$ cat config.mk
export PLATFORM = sky130hd
export DESIGN_NAME = button_conditioner
export DESIGN_NICKNAME = d
export VERILOG_FILES = /design/src/rtl/button_conditioner.sv
export SDC_FILE = /design/constraint.sdc
export NUM_CORES = 1
export LEC_CHECK = 0
export BUFFER_PORTS_ARGS = -buffer_cell sky130_fd_sc_hd__buf_2
export CAP_MARGIN = 20
export CELL_PAD_IN_SITES_DETAIL_PLACEMENT = 1
export CELL_PAD_IN_SITES_GLOBAL_PLACEMENT = 2
export CORE_AREA = 2 2 119 121
export CTS_CLUSTER_SIZE = 14
export DETAILED_ROUTE_END_ITERATION = 10
export DIE_AREA = 0 0 121 123
export GPL_TIMING_DRIVEN = 1
export PLACE_DENSITY_LB_ADDON = 0.15
export SLEW_MARGIN = 15
export SYNTH_ARGS = -nofsm -noshare
export SYNTH_HDL_FRONTEND = slang
export SYNTH_SLANG_ARGS = --single-unit
$ cat constraint.sdc
create_clock -name clk -period 2.4 [get_ports clk]
set_clock_uncertainty 0.05 [all_clocks]
set_input_delay 0.72 -clock clk [delete_from_list [all_inputs] [get_ports clk]]
set_output_delay 0.72 -clock clk [all_outputs]
set_load 0.01 [all_outputs]
$ cat src/rtl/button_conditioner.sv
`default_nettype none
// ============================================================================
//  Module      : button_conditioner
//  Description : Synchronizes and debounces three push-buttons. Produces
//                start/stop command pulses and an auto-repeating increment.
//  Revision    : 1.0 - initial release
// ============================================================================
module button_conditioner #(
  parameter int unsigned DEBOUNCE_CYCLES = 1000000,
  parameter int unsigned REPEAT_DELAY    = 50000000,
  parameter int unsigned REPEAT_PERIOD   = 10000000,
  parameter int unsigned REPEAT_EN       = 1
) (
  input  logic       clk,
  input  logic       rst,
  input  logic       start,
  input  logic       stop,
  input  logic       increment,
  output logic       start_p,
  output logic       stop_p,
  output logic       inc_p,
  output logic [2:0] held
);

  localparam int unsigned c_DB_W    = $clog2(DEBOUNCE_CYCLES + 1);
  localparam int unsigned c_RPT_MAX = (REPEAT_DELAY > REPEAT_PERIOD) ? REPEAT_DELAY : REPEAT_PERIOD;
  localparam int unsigned c_TMR_W   = $clog2(c_RPT_MAX + 1);

  localparam logic [c_DB_W-1:0]  c_DB_LAST     = c_DB_W'(DEBOUNCE_CYCLES - 1);
  localparam logic [c_TMR_W-1:0] c_DELAY_LAST  = c_TMR_W'(REPEAT_DELAY - 1);
  localparam logic [c_TMR_W-1:0] c_PERIOD_LAST = c_TMR_W'(REPEAT_PERIOD - 1);

  typedef enum logic [1:0] {
    INC_IDLE   = 2'd0,
    INC_DELAY  = 2'd1,
    INC_REPEAT = 2'd2
  } inc_state_t;

  logic [2:0] w_raw;
  logic [2:0] r_sync1;
  logic [2:0] r_sync2;
  logic [2:0] w_db;
  logic [2:0] w_db_next;
  logic [2:0] w_rise;

  inc_state_t         r_state;
  inc_state_t         w_state_next;
  logic [c_TMR_W-1:0] r_timer;
  logic [c_TMR_W-1:0] w_timer_next;
  logic               w_inc_pulse;

  assign w_raw = {increment, stop, start};

  always_ff @(posedge clk) begin
    if (rst) begin
      r_sync1 <= 3'b000;
      r_sync2 <= 3'b000;
    end else begin
      r_sync1 <= w_raw;
      r_sync2 <= r_sync1;
    end
  end

  // w_db_next is the level each button takes on this edge, so pulses can be
  // registered on the very edge the debounced level changes.
  for (genvar gi = 0; gi < 3; gi++) begin : g_btn
    logic              r_lvl;
    logic [c_DB_W-1:0] r_cnt;
    logic              w_done;

    assign w_done         = (r_sync2[gi] != r_lvl) && (r_cnt == c_DB_LAST);
    assign w_db[gi]       = r_lvl;
    assign w_db_next[gi]  = w_done ? r_sync2[gi] : r_lvl;

    always_ff @(posedge clk) begin
      if (rst) begin
        r_lvl <= 1'b0;
        r_cnt <= '0;
      end else if (r_sync2[gi] == r_lvl) begin
        r_cnt <= '0;
      end else if (w_done) begin
        r_lvl <= r_sync2[gi];
        r_cnt <= '0;
      end else begin
        r_cnt <= r_cnt + 1'b1;
      end
    end
  end

  assign w_rise = w_db_next & ~w_db;
  assign held   = w_db;

  always_ff @(posedge clk) begin
    if (rst) begin
      start_p <= 1'b0;
      stop_p  <= 1'b0;
      inc_p   <= 1'b0;
    end else begin
      start_p <= w_rise[0] & ~w_rise[1];
      stop_p  <= w_rise[1];
      inc_p   <= w_inc_pulse;
    end
  end

  always_ff @(posedge clk) begin
    if (rst) begin
      r_state <= INC_IDLE;
      r_timer <= '0;
    end else begin
      r_state <= w_state_next;
      r_timer <= w_timer_next;
    end
  end

  // Release is checked first so it beats a repeat pulse falling on the same edge.
  always_comb begin
    w_state_next = r_state;
    w_timer_next = r_timer;
    w_inc_pulse  = 1'b0;
    if (!w_db_next[2]) begin
      w_state_next = INC_IDLE;
      w_timer_next = '0;
    end else begin
      case (r_state)
        INC_IDLE: begin
          if (w_rise[2]) begin
            w_inc_pulse  = 1'b1;
            w_timer_next = '0;
            w_state_next = (REPEAT_EN != 0) ? INC_DELAY : INC_IDLE;
          end
        end
        INC_DELAY: begin
          if (r_timer == c_DELAY_LAST) begin
            w_inc_pulse  = 1'b1;
            w_timer_next = '0;
            w_state_next = INC_REPEAT;
          end else begin
            w_timer_next = r_timer + 1'b1;
          end
        end
        INC_REPEAT: begin
          if (r_timer == c_PERIOD_LAST) begin
            w_inc_pulse  = 1'b1;
            w_timer_next = '0;
          end else begin
            w_timer_next = r_timer + 1'b1;
          end
        end
        default: begin
          w_state_next = INC_IDLE;
          w_timer_next = '0;
        end
      endcase
    end
  end

endmodule
`default_nettype wire

==> results.md <==
* Utilization after layout at 40.7%
* Mean Syn Cell Area at about 8.5 um^2
* Initial DRT Pass Iterations at 4
* Yosys top cell area share at 43.2%
* Die Ht at roughly 120 um
* FF-to-FF Start: r_timer[24]
* Most used DFF post-synth: dfxtp_1
* Ys Warns at 0
* Maxcap violations at 0
* Post-route clock period utilization at 97.5%
* Row count at 43
* PortBufs at 10
* GRT Residual Overflow at 0
* HP Start: g_btn[0].r_cnt[0]
* Maximum vdd drop at 339 uV
* Worst R2R End: r_timer[6]
* Min setup slack post-route at 0.0593 ns
* Routed WL at approximately 12 mm
* Setup slack, reg-to-reg at around 0.059 ns
* Ys async rst share at 0%
* Tightest Pin Transition at 0.456 ns
* CP Max Fanout at 13
* Synth Instances at 545
* WP data arrival at 2.54 ns
* DRC Markers at 0
* Status: completed
* EDFF count, synth at 0
* Crit path time final at 2.34 ns
* Post-DR wirelength/cell at approximately 15 um
* Tot GR Track Use at 17.0%
* First-pass GRT wire length at 20.2 mm
* Final instance area at 0.00554 mm^2
* Combinational Power Share at less than 1%
* Root Driver: clkbuf_16
* Worst R2R Path Depth at 7
* Initial Util at 34.1%
* Ant. Diodes at 0
* DRT iter0 DRCs at 141
* Max Freq at 427 MHz
* Core Area at ~0.014 mm^2
* Synth area leader: dfxtp_1
* Ports at 11
* Synth cell count leaders: dfxtp_1, nor2_1, nand2_1
* Vias at 4003
* Clk slew on worst S/H paths at about 0.080 ns
* Seq/Total Area, Yosys at 43.2%
* WP data required at 2.60 ns
* Distinct cells, synth at 48
* Cts bufs inserted at 9
* Met2 Track Usage GR at 28.3%
* Met3 GRT Util at 4.52%
* Crit path launch: r_timer[24]
* WHS Path Cells at 1
* Pre-CTS WS at -0.179 ns
* Relative slew slack at 69.3%
* Count of final hold-check violations at 0
* Largest net degree at the start of global routing at 21
* RSZ-0062 raised after global routing: yes
* Int Pwr at 0.00240 W
* Vias per cell at 5.14
* Leakage at 1.85 nW
* Net Sw Frac at 23.3%
* Die Width at 121 um
* Slew Limit Fails at 0
* Flop pwr share at approximately 53%
* Vias in the first global route at 4145
* Register area at 0.00200 mm^2
* DPL Wire Length at 8.46 mm
* H-tree depth at 3
* Die ar. at 0.0149 mm^2
* Share of layout cells above drive strength 1 at between 10% and 20%
* HP Class: register to register
* Hold EP: g_btn[0].r_cnt[0]
* Critical Path End Type: register
* Net Switching at between 0.0007 and 0.0008 W
* Critical path class: register to register
* Synth Register Bits at 100
* Routed Antenna Nets at 0
* Synth top area cells: dfxtp_1, nor2_1, xnor2_1
* PwrDens at 564 mW/mm^2
* Most frequent cell after synthesis: dfxtp_1
* Cell Area, Placed at 0.00517 mm^2
* Placer Congestion at 0.819
* GRT busiest layer: met2
* Met1 Usage GRT at around 22%
* Hold slack at 0.388 ns
* Setup TNS at 0 ns
* Num Clock Sinks at 100
* Initial antenna violation count at 0
* Cell area after synthesis at 0.00464 mm^2
* Area of the multi-input gates at 0.00255 mm^2
* CTS tree: yes
* Syn_nets at approximately 560
* Clk_lat worst skew at 0.36 ns
* Final nets at 607
* CTS Buffer Depth at 2
* Synthesis-to-finish area growth at 19.6%
* Fillcell total at 1572
* Critical path launch point type: register
* Final setup violation count at 0
* Clock power share at 45.8%
## logic make-up after synthesis
| family | count (synthesis) | synth area share (%) |
|---|---|---|
| compound gates | 59 | 9.55 |
| xor+xnor | 59 | 11.1 |
| fa+ha+maj | 8 | 2.16 |
| buf+inv | 34 | 3.26 |
| flops | 100 | 43.2 |
| mux | 4 | 0.863 |
| simple gates | 281 | 29.8 |
## cell type report
class                      instances  share of cell area, %
clock buffer                       9                   4.06
timing repair buffer              59                   7.90
multi-input combinational        411                   45.9
inverter                          13                  0.880
tap                              180                   4.06
clock inverter                     7                   1.02
sequential                       100                   36.1
## per-stage QoR
stage | power (W) | std cells
after floorplan | 0.00172 | 545
after global placement | 0.00173 | 759
after detailed placement | 0.00173 | 759
after CTS | 0.00317 | 775
after global routing | 0.00325 | 779
final | 0.00312 | 779
## sequential cells by signal, summed over array words and instances, names as in the netlist
name and cells:
inc_p 1, g_btn.r_lvl 3, r_state 2, g_btn.r_cnt 60, stop_p 1, start_p 1, r_sync2 3, r_timer 26
r_sync1 3
## routing by layer
metal	up-vias	share of wire, %
met2	27	47
met3	13	2.6
met4	0	1.5
li1	2008	-
met5	-	0
met1	1955	49
## power groups by stage
| stage | combinational (W) | clock, W | sequential (W) |
|---|---|---|---|
| floorplan | 0.0000163 | 0 | 0.00171 |
| global placement | 0.0000273 | 0 | 0.00171 |
| detailed placement | 0.0000282 | 0 | 0.00171 |
| CTS | 0.0000283 | 0.00148 | 0.00167 |
| global route | 0.0000319 | 0.00155 | 0.00167 |
| finish | 0.0000273 | 0.00143 | 0.00167 |
## cells in the final DEF, fill, tap and decap left out, drive strengths merged, types with 3 or more instances in the layout
master and n:
inv 17, nand2 50, clkbuf 9, a311oi 7, clkinv 3, ha 8, and3 14, mux2i 4
buf 59, a41oi 6, o211ai 3, xor2 27, nor4 11, nor4b 4, nor2 94, o2bb2ai 4
nand3 43, a31oi 4, a21oi 15, and4 7, or4 6, nand4b 3, nor2b 10, and2 6
nor3 14, o21ai 6, nand4 13, dfxtp 100, xnor2 32
## critical path: stages, from the launching register on
cell and delay, ns:
dfxtp_1 0.31, or4_4 0.54, or4_4 0.46, o311ai_4 0.26, buf_6 0.16, a21oi_4 0.12
a41oi_1 0.26, a311oi_1 0.07
## worst max-delay path by stage
stage | to | slack, ns | depth (start not counted)
floorplan | r_timer[2] | -0.03 | 7
global placement | r_timer[2] | -0.07 | 6
CTS | r_timer[13] | 0.003 | 8
detailed placement | r_timer[7] | -0.18 | 6
finish | r_timer[6] | 0.06 | 7
global route | r_timer[19] | -0.03 | 9
## repair_timing
| action | 4_1_cts | 5_1_grt |
|---|---|---|
| pin swaps | 3 | 4 |
| setup buffers | 0 | 4 |
| gates resized for setup | 6 | 9 |
| endpoints found under the setup margin | 24 | 23 |
| hold buffers | 0 | 0 |
Note: power is estimated with default switching activity, not from simulation.
